File: src/rtl/cr_kme_fifo_pkg.sv
// Shared definitions for the KME 132-bit entry FIFO and its consumers.
// An entry holds four payload words, the index of the last valid word and frame delimiters.
package cr_kme_fifo_pkg;

  localparam int KME_WORD_W        = 32;
  localparam int KME_WORDS         = 4;
  localparam int KME_ENT_PAYLOAD_W = KME_WORD_W * KME_WORDS;
  localparam int KME_ENT_LIDX_LSB  = KME_ENT_PAYLOAD_W;
  localparam int KME_ENT_LIDX_W    = 2;
  localparam int KME_ENT_SOP       = KME_ENT_LIDX_LSB + KME_ENT_LIDX_W;
  localparam int KME_ENT_EOP       = KME_ENT_SOP + 1;
  localparam int KME_ENT_W         = KME_ENT_EOP + 1;

  typedef struct packed {
    logic                         eop;
    logic                         sop;
    logic [KME_ENT_LIDX_W-1:0]    last_idx;
    logic [KME_ENT_PAYLOAD_W-1:0] payload;
  } kme_fifo_entry_t;

endpackage

File: src/rtl/cr_kme_word_mux.sv
// Selects one WORD_W slice of a packed payload by index; word 0 sits in the low bits.
module cr_kme_word_mux #(
  parameter int WORD_W = 32,
  parameter int WORDS  = 4,
  parameter int IDX_W  = $clog2(WORDS)
) (
  input  logic [WORDS*WORD_W-1:0] data_in,
  input  logic [IDX_W-1:0]        idx,
  output logic [WORD_W-1:0]       word
);

  always_comb begin
    word = '0;
    for (int k = 0; k < WORDS; k++) begin
      if (idx == IDX_W'(k)) word = data_in[k*WORD_W +: WORD_W];
    end
  end

endmodule

File: src/rtl/cr_kme_fifo_reader.sv
// Pops KME FIFO entries and serialises each payload into WORD_W words on a valid/ready stream,
// carrying sop/eop and flagging framing errors with a one-cycle pulse.
module cr_kme_fifo_reader
  import cr_kme_fifo_pkg::*;
#(
  parameter int DATA_SIZE = 132,
  parameter int WORD_W    = 32,
  parameter int WORDS     = 4
) (
  input  logic                 clk,
  input  logic                 rst,
  input  logic [DATA_SIZE-1:0] fifo_out,
  input  logic                 fifo_out_valid,
  output logic                 fifo_out_ack,
  output logic [WORD_W-1:0]    word_out,
  output logic                 word_valid,
  input  logic                 word_ready,
  output logic                 word_sop,
  output logic                 word_eop,
  output logic                 frame_err
);

  localparam int IDX_W = $clog2(WORDS);

  // Stream handshake: a word transfers on any cycle where word_valid and word_ready are both
  // high; once word_valid rises it stays high with word_out/sop/eop stable until that transfer.

  kme_fifo_entry_t  in_ent;
  kme_fifo_entry_t  hold_q, hold_d;
  logic [IDX_W-1:0] idx_q, idx_d;
  logic             hold_full_q, hold_full_d;
  logic             in_frame_q, in_frame_d;
  logic             frame_err_q, frame_err_d;
  logic             fire, last_fire, ack;

  always_comb begin
    in_ent          = '0;
    in_ent.payload  = fifo_out[KME_ENT_PAYLOAD_W-1:0];
    in_ent.last_idx = fifo_out[KME_ENT_LIDX_LSB +: KME_ENT_LIDX_W];
    in_ent.sop      = fifo_out[KME_ENT_SOP];
    in_ent.eop      = fifo_out[KME_ENT_EOP];
  end

  assign fire      = hold_full_q & word_ready;
  assign last_fire = fire & (idx_q == hold_q.last_idx);
  // Gated by rst so nothing is popped while the reader is held in reset.
  assign ack       = ~rst & fifo_out_valid & (~hold_full_q | last_fire);

  always_comb begin
    hold_d      = hold_q;
    idx_d       = idx_q;
    hold_full_d = hold_full_q;
    in_frame_d  = in_frame_q;
    frame_err_d = 1'b0;
    if (ack) begin
      hold_d      = in_ent;
      idx_d       = '0;
      hold_full_d = 1'b1;
      frame_err_d = (in_ent.sop & in_frame_q) | (~in_ent.sop & ~in_frame_q);
      in_frame_d  = ~in_ent.eop;
    end else if (last_fire) begin
      hold_full_d = 1'b0;
    end else if (fire) begin
      idx_d = idx_q + 1'b1;
    end
  end

  always_ff @(posedge clk or posedge rst) begin
    if (rst) begin
      hold_q      <= '0;
      idx_q       <= '0;
      hold_full_q <= 1'b0;
      in_frame_q  <= 1'b0;
      frame_err_q <= 1'b0;
    end else begin
      hold_q      <= hold_d;
      idx_q       <= idx_d;
      hold_full_q <= hold_full_d;
      in_frame_q  <= in_frame_d;
      frame_err_q <= frame_err_d;
    end
  end

  cr_kme_word_mux #(
    .WORD_W (WORD_W),
    .WORDS  (WORDS),
    .IDX_W  (IDX_W)
  ) u_word_mux (
    .data_in (hold_q.payload),
    .idx     (idx_q),
    .word    (word_out)
  );

  assign fifo_out_ack = ack;
  assign word_valid   = hold_full_q;
  assign word_sop     = hold_q.sop & (idx_q == '0);
  assign word_eop     = hold_q.eop & (idx_q == hold_q.last_idx);
  assign frame_err    = frame_err_q;

endmodule

File: config.mk
export PLATFORM = sky130hd
export DESIGN_NAME = cr_kme_fifo_reader
export DESIGN_NICKNAME = d
export VERILOG_FILES = /design/src/rtl/cr_kme_fifo_pkg.sv /design/src/rtl/cr_kme_word_mux.sv /design/src/rtl/cr_kme_fifo_reader.sv
export SDC_FILE = /design/constraint.sdc
export NUM_CORES = 1
export LEC_CHECK = 0
export CORE_ASPECT_RATIO = 0.6
export CORE_MARGIN = 3
export CORE_UTILIZATION = 30
export CTS_BUF_LIST = sky130_fd_sc_hd__clkbuf_4 sky130_fd_sc_hd__clkbuf_8 sky130_fd_sc_hd__clkbuf_16
export DETAILED_ROUTE_END_ITERATION = 10
export HOLD_SLACK_MARGIN = 0.06
export SLEW_MARGIN = 20
export SYNTH_ARGS = -nofsm -noshare
export SYNTH_HDL_FRONTEND = slang
export SYNTH_SLANG_ARGS = --single-unit
File: constraint.sdc
create_clock -name clk -period 4.7 [get_ports clk]
set_clock_uncertainty 0.05 [all_clocks]
set_input_delay 0.47 -clock clk [delete_from_list [all_inputs] [get_ports clk]]
set_output_delay 0.47 -clock clk [all_outputs]
set_load 0.02 [all_outputs]
==> results_dict.tcl <==
set metrics [dict create \
    power.density_nw_per_um2 700 \
    io_pins 173 \
    r2r-start "idx_q[0]$_DFFE_PP0P_" \
    path_cells "inv_1 -> ha_2 -> nand3b_1 -> a21oi_1 -> a21oi_1 -> o21ai_0 -> clkdlybuf4s50_1" \
    synth_area_um2 6290 \
    first_iter_violations 238 \
    status "finished, final reports clean" \
    num_vias 4574 \
    cp_common_cell "a21oi_1" \
    setup_viol 0 \
    ctsHoldBuffers 0 \
    wl_um 17200 \
    cpMaxStageDelayCell "ha_2" \
    placed_area_um2 8220 \
    max_stage_delay_ns 0.76 \
    clk_pin_slew_ns 0.06 \
    cts_buffers 17 \
    tns_ns 0 \
    fill_cells 1890 \
    syn_inst 529 \
    final_cell_area_um2 8860 \
    critPathLaunch "idx_q[0]$_DFFE_PP0P_" \
    cts_root_buffer "clkbuf_16" \
    antenna_found_initial 1 \
    finalCritPeriodShare 0.787 \
    fmaxAchievable_ghz 0.270 \
    rrSetupSlack_ns 2.21 \
    firstDrtPassIters 4 \
    initial_core_util 0.310 \
    synth.avg_cell_area_um2 11.9 \
    cts_resized 0 \
    synth_cell_types 23 \
    io_buffer_count 172 \
    slew_headroom 0.374 \
    slew_violations 0 \
    drt-vias-per-instance 4.70 \
    cap_violations 0 \
    num_rows 40 \
    grt_pass1_vias 4925 \
    r2r-end "hold_q[19]$_DFFE_PP0P_" \
    worstPathMaxFanout 33 \
    cp.depth 7 \
    ys_ff_latch 137 \
    rsz0062_at_grt "no" \
    drt.antenna.violating_nets 0 \
    clock_path_buffers 2 \
    drive_gt1_frac 0.183 \
    end_kind "output pin" \
    rr_worst_depth 5 \
    die_w_um 193 \
    grt-ovfl-total 0 \
    worstPathRequired_ns 4.18 \
    ys_warn_count 0 \
    coreArea_um2 20300 \
    routedWlPerCell_um 17.7 \
    drcViolationCount 0 \
    grt_usage 0.155 \
    cts_tree "done" \
    gp_congestion 0.761 \
    grt_pass1_wl_um 27200 \
    clk_latency_ns 0.41 \
    syn_nets 669 \
    hold_viol_final 0 \
    grt_max_degree 135 \
    dieHeight_um 118 \
    worstMarginPinSlew_ns 0.940 \
    area_growth_pct 40.9 \
    post_cts_buffers 0 \
    start_kind "register" \
    arrival_ns 3.18 \
    hpwlAfterDp_um 11600 \
    hold_class "register to register" \
    worst_ir_drop_vdd_v 0.000350 \
    h-tree-depth 4 \
    ys_seq_area_frac 0.545 \
    critical_path.top_delay_family "buffers and inverters" \
    crit_end "word_out[14]" \
    critical_path_class "register to output pin" \
    crit_buf_inv 2 \
    min_period_ns 3.70 \
    die-area_um2 22800 \
    clock_sinks 137 \
    nets 826 \
    p_leak_nw 3.49 \
]
[synth_stat cells (all sizes together)]
cell type    n  area share
clkbuf      21       0.013
nand3        1     0.00080
xor2         2      0.0028
mux2i        1      0.0016
ha           4      0.0080
nand2       67       0.040
dfrtp      137        0.55
mux2       132        0.24
o211ai       2      0.0024
o21ai       35       0.028
a21oi       65       0.052
buf         18       0.019
and3         1      0.0010
nand3b      32       0.038
and2         2      0.0020
xnor2        3      0.0042
a32o         2      0.0032
inv          4      0.0024
[power breakdown]
part           internal [mW]  switching [mW]
registers               1.78           0.331
logic                   1.37            1.35
clock network          0.874           0.493
total                   4.02            2.18
[how the worst min path moves through the flow]
stage | start | to | cells after the start
5_1_grt | hold_q[43]$_DFFE_PP0P_ | hold_q[43]$_DFFE_PP0P_ | 1
6_report | hold_q[47]$_DFFE_PP0P_ | hold_q[47]$_DFFE_PP0P_ | 1
4_1_cts | hold_q[30]$_DFFE_PP0P_ | hold_q[30]$_DFFE_PP0P_ | 1
3_5_place_dp | hold_q[41]$_DFFE_PP0P_ | hold_q[41]$_DFFE_PP0P_ | 1
3_3_place_gp | hold_q[59]$_DFFE_PP0P_ | hold_q[59]$_DFFE_PP0P_ | 1
2_1_floorplan | hold_q[32]$_DFFE_PP0P_ | hold_q[32]$_DFFE_PP0P_ | 1
[placed cells by master (no fill, tap or decap), types with 6 or more instances in the layout]
cell,n
clkdlybuf4s50_1,172
dfrtp_1,137
mux2_2,85
nand2_1,67
a21oi_1,64
mux2_1,47
o21ai_0,35
nand3b_1,32
clkbuf_16,17
clkbuf_8,6
[metal layers]
| layer | track usage | routed length, µm | part of all wire | up-vias |
|---|---|---|---|---|
| met5 | 0 | 10 | 0.00058 | - |
| met4 | 0.0341 | 123 | 0.0071 | 2 |
| met3 | 0.0628 | 1480 | 0.086 | 11 |
| met2 | 0.221 | 7240 | 0.42 | 136 |
| met1 | 0.219 | 8380 | 0.49 | 2255 |
| li1 | - | - | - | 2170 |
[state kept, by name, indices dropped and copies added, names as in the netlist]
register    count
hold_q        132
idx_q           2
frame_err       1
in_frame_q      1
word_valid      1
[cell families after synthesis]
kind of cell	synth area share
DFF	0.545
muxes	0.238
AOI/OAI and AO/OA	0.0858
and+or+nand+nor	0.0820
buffers and inverters	0.0338
xor gates and xnor gates	0.00697
adders and majority gates	0.00796
[through the flow]
stage                     setup slack, ns   util  hold WS (ns)  std cells  power, mW
after floorplan                     0.868      -         0.408        529       3.77
after CTS                           0.684  0.436         0.439        972       6.28
final                                1.00  0.437         0.436        973       6.20
after global routing                0.686  0.437         0.456        972       6.64
after detailed placement             1.18  0.406         0.426        940       4.87
after global placement               1.23  0.406         0.418        940       4.77
[layout make-up]
class	instances	area [µm²]	area share
multi-input cells	349	2680	0.303
clock buffers	25	523	0.0591
well taps	273	342	0.0386
clock inverters	7	87.6	0.00989
flip-flops and latches	137	3430	0.387
inverters	4	18.8	0.00212
diodes	1	2.50	0.000283
repair buffers	177	1770	0.200
Power figures use the tool's default switching activity.
